$ cat src/rtl/ability_cooldown_bank_if.sv
// Signal bundle between the ability cooldown bank and its controller.
// Handshake: the master raises trigger[i] as a level. The bank consumes a rising edge only when
// channel i holds a charge and hold is low, and answers with exactly one fired[i] pulse. There is no backpressure.
interface ability_cooldown_bank_if #(
  parameter int NUM_CH = 4,
  parameter int CNT_W  = 7,
  parameter int CHG_W  = 2
);
  logic                    enableDC;
  logic                    hold;
  logic [NUM_CH-1:0]       trigger;
  logic [2:0]              sel;
  logic [NUM_CH-1:0]       ready;
  logic [NUM_CH-1:0]       fired;
  logic [NUM_CH*CHG_W-1:0] charges;
  logic [NUM_CH*CNT_W-1:0] count;
  logic [3:0]              disp_tens;
  logic [3:0]              disp_ones;
  logic                    disp_blank;

  modport master (
    output enableDC, hold, trigger, sel,
    input  ready, fired, charges, count, disp_tens, disp_ones, disp_blank
  );

  modport slave (
    input  enableDC, hold, trigger, sel,
    output ready, fired, charges, count, disp_tens, disp_ones, disp_blank
  );
endinterface

$ cat src/rtl/ability_cooldown_bank.sv
// NUM_CH independent ability cooldown channels with stackable charges, edge-detected triggers,
// a global freeze, and a registered BCD readout of one selected channel's countdown.
module ability_cooldown_bank #(
  parameter int                      NUM_CH      = 4,
  parameter int                      CNT_W       = 7,
  parameter logic [NUM_CH*CNT_W-1:0] CD_VALUES   = {7'd30, 7'd7, 7'd7, 7'd7},
  parameter int                      MAX_CHARGES = 1,
  parameter int                      CHG_W       = 2
) (
  input logic                     clk,
  input logic                     resetn,
  ability_cooldown_bank_if.slave  bus
);

  localparam logic [CHG_W-1:0] MAX_C = CHG_W'(MAX_CHARGES);

  logic [NUM_CH-1:0] trigQ;
  logic [NUM_CH-1:0] firedQ;
  logic [CHG_W-1:0]  chgQ [NUM_CH];
  logic [CHG_W-1:0]  chgD [NUM_CH];
  logic [CNT_W-1:0]  cntQ [NUM_CH];
  logic [CNT_W-1:0]  cntD [NUM_CH];
  logic [NUM_CH-1:0] fire;
  logic [NUM_CH-1:0] tickOn;
  logic [NUM_CH-1:0] done;
  logic [3:0]        tensQ;
  logic [3:0]        onesQ;
  logic              blankQ;
  logic [CNT_W-1:0]  selCnt;
  logic              selValid;

  // A fire and a recharge completion in the same cycle cancel in charges; the reload still happens
  // because the resulting charge count stays below the maximum.
  always_comb begin
    fire   = '0;
    tickOn = '0;
    done   = '0;
    for (int i = 0; i < NUM_CH; i++) begin
      fire[i]   = bus.trigger[i] & ~trigQ[i] & (chgQ[i] != '0) & ~bus.hold;
      tickOn[i] = bus.enableDC & ~bus.hold & (cntQ[i] != '0);
      done[i]   = tickOn[i] & (cntQ[i] == CNT_W'(1));
      chgD[i]   = chgQ[i] - CHG_W'(fire[i]) + CHG_W'(done[i]);
      cntD[i]   = cntQ[i];
      if (done[i]) begin
        cntD[i] = (chgD[i] < MAX_C) ? CD_VALUES[i*CNT_W +: CNT_W] : '0;
      end else if (tickOn[i]) begin
        cntD[i] = cntQ[i] - CNT_W'(1);
      end else if (fire[i] && (chgQ[i] == MAX_C)) begin
        cntD[i] = CD_VALUES[i*CNT_W +: CNT_W];
      end
    end
  end

  always_comb begin
    selCnt   = '0;
    selValid = 1'b0;
    for (int i = 0; i < NUM_CH; i++) begin
      if (int'(bus.sel) == i) begin
        selCnt   = cntQ[i];
        selValid = 1'b1;
      end
    end
  end

  // Trigger history resets to ones so a button held through reset must be released before it fires.
  always_ff @(posedge clk or negedge resetn) begin
    if (!resetn) begin
      trigQ  <= '1;
      firedQ <= '0;
      tensQ  <= '0;
      onesQ  <= '0;
      blankQ <= 1'b1;
      for (int i = 0; i < NUM_CH; i++) begin
        chgQ[i] <= MAX_C;
        cntQ[i] <= '0;
      end
    end else begin
      trigQ  <= bus.trigger;
      firedQ <= fire;
      tensQ  <= 4'(selCnt / CNT_W'(10));
      onesQ  <= 4'(selCnt % CNT_W'(10));
      blankQ <= ~selValid | (selCnt == '0);
      for (int i = 0; i < NUM_CH; i++) begin
        chgQ[i] <= chgD[i];
        cntQ[i] <= cntD[i];
      end
    end
  end

  always_comb begin
    bus.ready   = '0;
    bus.charges = '0;
    bus.count   = '0;
    for (int i = 0; i < NUM_CH; i++) begin
      bus.ready[i]                    = (chgQ[i] != '0);
      bus.charges[i*CHG_W +: CHG_W]   = chgQ[i];
      bus.count[i*CNT_W +: CNT_W]     = cntQ[i];
    end
    bus.fired      = firedQ;
    bus.disp_tens  = tensQ;
    bus.disp_ones  = onesQ;
    bus.disp_blank = blankQ;
  end

endmodule

$ cat src/flat_wrapper.sv
// flat-port wrapper written by rule: the top's interface ports become plain ports
module ability_cooldown_bank_flat 
#(
  parameter int                      NUM_CH      = 4,
  parameter int                      CNT_W       = 7,
  parameter logic [NUM_CH*CNT_W-1:0] CD_VALUES   = {7'd30, 7'd7, 7'd7, 7'd7},
  parameter int                      MAX_CHARGES = 1,
  parameter int                      CHG_W       = 2
)
  (clk, resetn, bus_enableDC, bus_hold, bus_trigger, bus_sel, bus_ready, bus_fired, bus_charges, bus_count, bus_disp_tens, bus_disp_ones, bus_disp_blank);
  ability_cooldown_bank_if #(.NUM_CH(NUM_CH), .CNT_W(CNT_W), .CHG_W(CHG_W)) bus_i ();
  input logic clk;
  input logic resetn;
  input wire logic [$bits(bus_i.enableDC)-1:0] bus_enableDC;
  input wire logic [$bits(bus_i.hold)-1:0] bus_hold;
  input wire logic [$bits(bus_i.trigger)-1:0] bus_trigger;
  input wire logic [$bits(bus_i.sel)-1:0] bus_sel;
  output wire logic [$bits(bus_i.ready)-1:0] bus_ready;
  output wire logic [$bits(bus_i.fired)-1:0] bus_fired;
  output wire logic [$bits(bus_i.charges)-1:0] bus_charges;
  output wire logic [$bits(bus_i.count)-1:0] bus_count;
  output wire logic [$bits(bus_i.disp_tens)-1:0] bus_disp_tens;
  output wire logic [$bits(bus_i.disp_ones)-1:0] bus_disp_ones;
  output wire logic [$bits(bus_i.disp_blank)-1:0] bus_disp_blank;
  assign bus_i.enableDC = bus_enableDC;
  assign bus_i.hold = bus_hold;
  assign bus_i.trigger = bus_trigger;
  assign bus_i.sel = bus_sel;
  assign bus_ready = bus_i.ready;
  assign bus_fired = bus_i.fired;
  assign bus_charges = bus_i.charges;
  assign bus_count = bus_i.count;
  assign bus_disp_tens = bus_i.disp_tens;
  assign bus_disp_ones = bus_i.disp_ones;
  assign bus_disp_blank = bus_i.disp_blank;
  ability_cooldown_bank #(.NUM_CH(NUM_CH), .CNT_W(CNT_W), .CD_VALUES(CD_VALUES), .MAX_CHARGES(MAX_CHARGES), .CHG_W(CHG_W)) u_core (.clk(clk), .resetn(resetn), .bus(bus_i));
endmodule
$ cat config.mk
export PLATFORM = sky130hd
export DESIGN_NAME = ability_cooldown_bank_flat
export DESIGN_NICKNAME = d
export VERILOG_FILES = /design/src/rtl/ability_cooldown_bank_if.sv /design/src/rtl/ability_cooldown_bank.sv /design/src/flat_wrapper.sv
export SDC_FILE = /design/constraint.sdc
export NUM_CORES = 1
export LEC_CHECK = 0
export ABC_AREA = 1
export BUFFER_PORTS_ARGS = -buffer_cell sky130_fd_sc_hd__buf_2
export CAP_MARGIN = 20
export CORE_AREA = 2 2 83 85
export DETAILED_ROUTE_END_ITERATION = 10
export DIE_AREA = 0 0 85 87
export GPL_TIMING_DRIVEN = 0
export PLACE_DENSITY = 0.87
export SYNTH_ARGS = -nofsm -noshare
export SYNTH_HDL_FRONTEND = slang
export SYNTH_SLANG_ARGS = --single-unit
$ cat constraint.sdc
create_clock -name clk -period 3.7 [get_ports clk]
set_clock_uncertainty 0.15 [all_clocks]
set_input_delay 0.555 -clock clk [delete_from_list [all_inputs] [get_ports clk]]
set_output_delay 0.555 -clock clk [all_outputs]
set_load 0.05 [all_outputs]
==> flow_summary_export.csv <==
group,metric,value,unit
cells_and_area,drive_gt1_share,26.4,%
drt,ant_nets,0,
pwr,power_density,772,nW/um2
setup_path,path_class,"input port to flop",
clocking,clk_latency,0.31,ns
logic_synthesis,synth_nets,493,
cells_and_area,final_nets,572,
setup_path,critPathBufInv,9,
sta,hold_viol,0,
run,cap_viol_max_count,0,
drt,dr.first_iter.drc_count,126,
sta,worst_slew_pin_slew,0.847,ns
setup_path,critPathLaunchType,"input port",
setup_path,cp_top_family,"simple AND/OR/NAND/NOR gates",
sta,finalCritPeriodShare,93.1,%
setup_path,cp.arrival,3.50,ns
drt,route.detailed.drc,0,
placed_design,routabilityCongestion,0.882,
sta,slew_headroom,43.1,%
global_route,antenna_found_initial,0,
cells_and_area,area_growth,16.7,%
placed_design,hpwl,6.13,mm
drt,num_vias,3128,
setup_path,cp_common_cell,"nand2_2",
global_route,overflow,0,
logic_synthesis,ys_ff_latch,53,
cells_and_area,seqCellArea,1340,um2
clocking,cts_made_buffers,5,
global_route,grt_first_pass_wirelength,13.2,mm
sta,setup_ws,0.255,ns
cells_and_area,final_cells,618,
pwr,p_leak,2.34,nW
cells_and_area,nFillCells,563,
drt,viasPerCell,5.06,
floorplan,coreArea,6570,um2
pwr,vdd.ir_drop.worst,0.575,mV
logic_synthesis,synth_area,3600,um2
logic_synthesis,synth_cell_types,32,
global_route,grt_pass1_vias,3082,
logic_synthesis,yosysSeqAreaShare,37.1,%
clocking,cts.path.max_buffers,2,
floorplan,die_area,7400,um2
logic_synthesis,synth_warnings,0,
floorplan,start_util,54.8,%
placed_design,dp_cells,601,
clocking,htreeDepth,2,
cells_and_area,fin_util,64.0,%
status,status,"complete, no violations",
floorplan,die_y,87,um
cells_and_area,antenna_cells,0,
setup_path,rrSetupSlack,0.38,ns
setup_path,critPathMaxStageDelay,0.20,ns
sta,timing.hold.ws,0.190,ns
floorplan,placementRows,30,
setup_path,crit_start,"bus_sel[2]",
sta,finalCriticalPeriod,3.44,ns
placed_design,dpl_worst_slack,-0.395,ns
min_path,hold_class,"input port to flop",
drt,first_pass_iters,5,
global_route,track_usage,22.2,%
pwr,total_power,3.25,mW
floorplan,boundaryPins,64,
setup_path,crit_fanout,10,
drt,avgRoutedWirePerCell,12.7,um
setup_path,cp-end-kind,"flop",
clocking,cts_root_buf,"clkbuf_8",
clocking,cts_tree,"built",
global_route,grt_max_degree,42,
setup_path,r2r_start,"u_core.bus.count[6]$_DFFE_PN0P_",
setup_path,critPathSlowestCell,"ha_1",
placed_design,port_buffers,62,
floorplan,die_x,85,um
clocking,clk_pin_slew,0.10,ns
logic_synthesis,avgSynthCellArea,7.87,um2
drt,drt_wl_total,7.83,mm
logic_synthesis,synthCells,458,
cells_and_area,multi_input_area,1870,um2
sta,slew_viol_final,0,
clocking,cts.sinks,53,
sta,fmax,290,MHz
min_path,worstHoldStart,"bus_trigger[3]",
sta,setup-violations-final,0,
setup_path,worstPathRequired,3.76,ns
-- what timing repair did --
item / 4_1_cts / 5_1_grt
setup buffers: 0 / 8
hold endpoints to repair: 9 / 0
gates resized for setup: 1 / 7
pin swaps: 0 / 11
hold buffers: 1 / 0
endpoints found under the setup margin: 2 / 4
-- synthesized netlist by cell type, drive strengths merged --
cell type / n / area (um2)
nand4: 3 / 18.8
a21o: 1 / 7.51
o41ai: 1 / 8.76
nor2: 63 / 284
buf: 3 / 33.8
o21ai: 23 / 123
nand2: 83 / 394
nand3: 39 / 245
nor3: 7 / 40.0
dfrtp: 44 / 1100
o22ai: 14 / 87.6
xor2: 21 / 184
xnor2: 5 / 43.8
a211oi: 1 / 7.51
inv: 98 / 373
nor4: 1 / 6.26
o31ai: 3 / 22.5
a21oi: 10 / 53.8
a31oi: 5 / 31.3
dfstp: 9 / 236
ha: 24 / 300
-- flip-flops by register name, indices dropped and copies added (netlist names) --
name	count
u_core.bus.charges	8
u_core.bus.count	28
u_core.bus.disp_blank	1
u_core.bus.disp_ones	4
u_core.bus.disp_tens	4
u_core.bus.fired	4
u_core.trigQ	4
-- cell type report --
class / count / area share (%)
timing repair buffer: 72 / 9.52
clock inverter: 2 / 0.327
tap: 80 / 2.38
clock buffer: 6 / 1.73
inverter: 98 / 8.87
buffer: 3 / 0.803
multi-input combinational: 304 / 44.6
sequential: 53 / 31.8
-- routing by layer --
layer	global-route usage (%)	routed length, um
met4	6.35	75
met3	3.89	428
met5	0	0
met2	41.8	3940
met1	25.9	3380
-- layout by cell type (no fill, tap or decap), types with 7 or more instances in the layout --
cell type / n
inv_1: 89
buf_2: 62
nand2_1: 61
nor2_1: 54
dfrtp_1: 44
nand3_1: 32
ha_1: 24
xor2_1: 21
o21ai_0: 20
nand2_2: 15
o22ai_1: 14
a21oi_1: 9
dfstp_2: 9
inv_2: 8
buf_4: 8
nand2_4: 7
-- metrics by stage --
step	area, um2	setup TNS (ns)
global placement	4010	-0.932
floorplan	3600	0
global route	4210	-0.0623
finish	4210	0
CTS	4130	0
detailed placement	4030	-1.37
-- power breakdown --
part           switching [mW]  leakage [nW]  internal, mW
Clock                   0.196        0.0456         0.135
Combinational            1.43          1.67         0.508
Sequential              0.198         0.628         0.784
Total                    1.82          2.34          1.43
-- kinds of logic (layout without fill, tap and decap cells) --
kind of cell | after synthesis | count (layout) | share of synthesized area (%)
fa+ha+maj | 24 | 24 | 8.34
xor+xnor | 26 | 26 | 6.32
simple gates | 196 | 196 | 27.4
compound gates | 58 | 58 | 9.48
buf+inv | 101 | 181 | 11.3
flops | 53 | 53 | 37.1
-- path summary, 6_finish.rpt --
kind	endpoint	depth (start not counted)
min reg2reg	u_core.bus.charges[3]$_DFF_PN0_	1
max reg2reg	u_core.bus.disp_ones[1]$_DFF_PN0_	28
max	u_core.bus.disp_ones[1]$_DFF_PN0_	33
min	u_core.trigQ[3]$_DFF_PN1_	1
min in group asynchronous	u_core.bus.fired[2]$_DFF_PN0_	2
max in group asynchronous	u_core.bus.disp_blank$_DFF_PN1_	3
(Power assumes the default switching activity.)
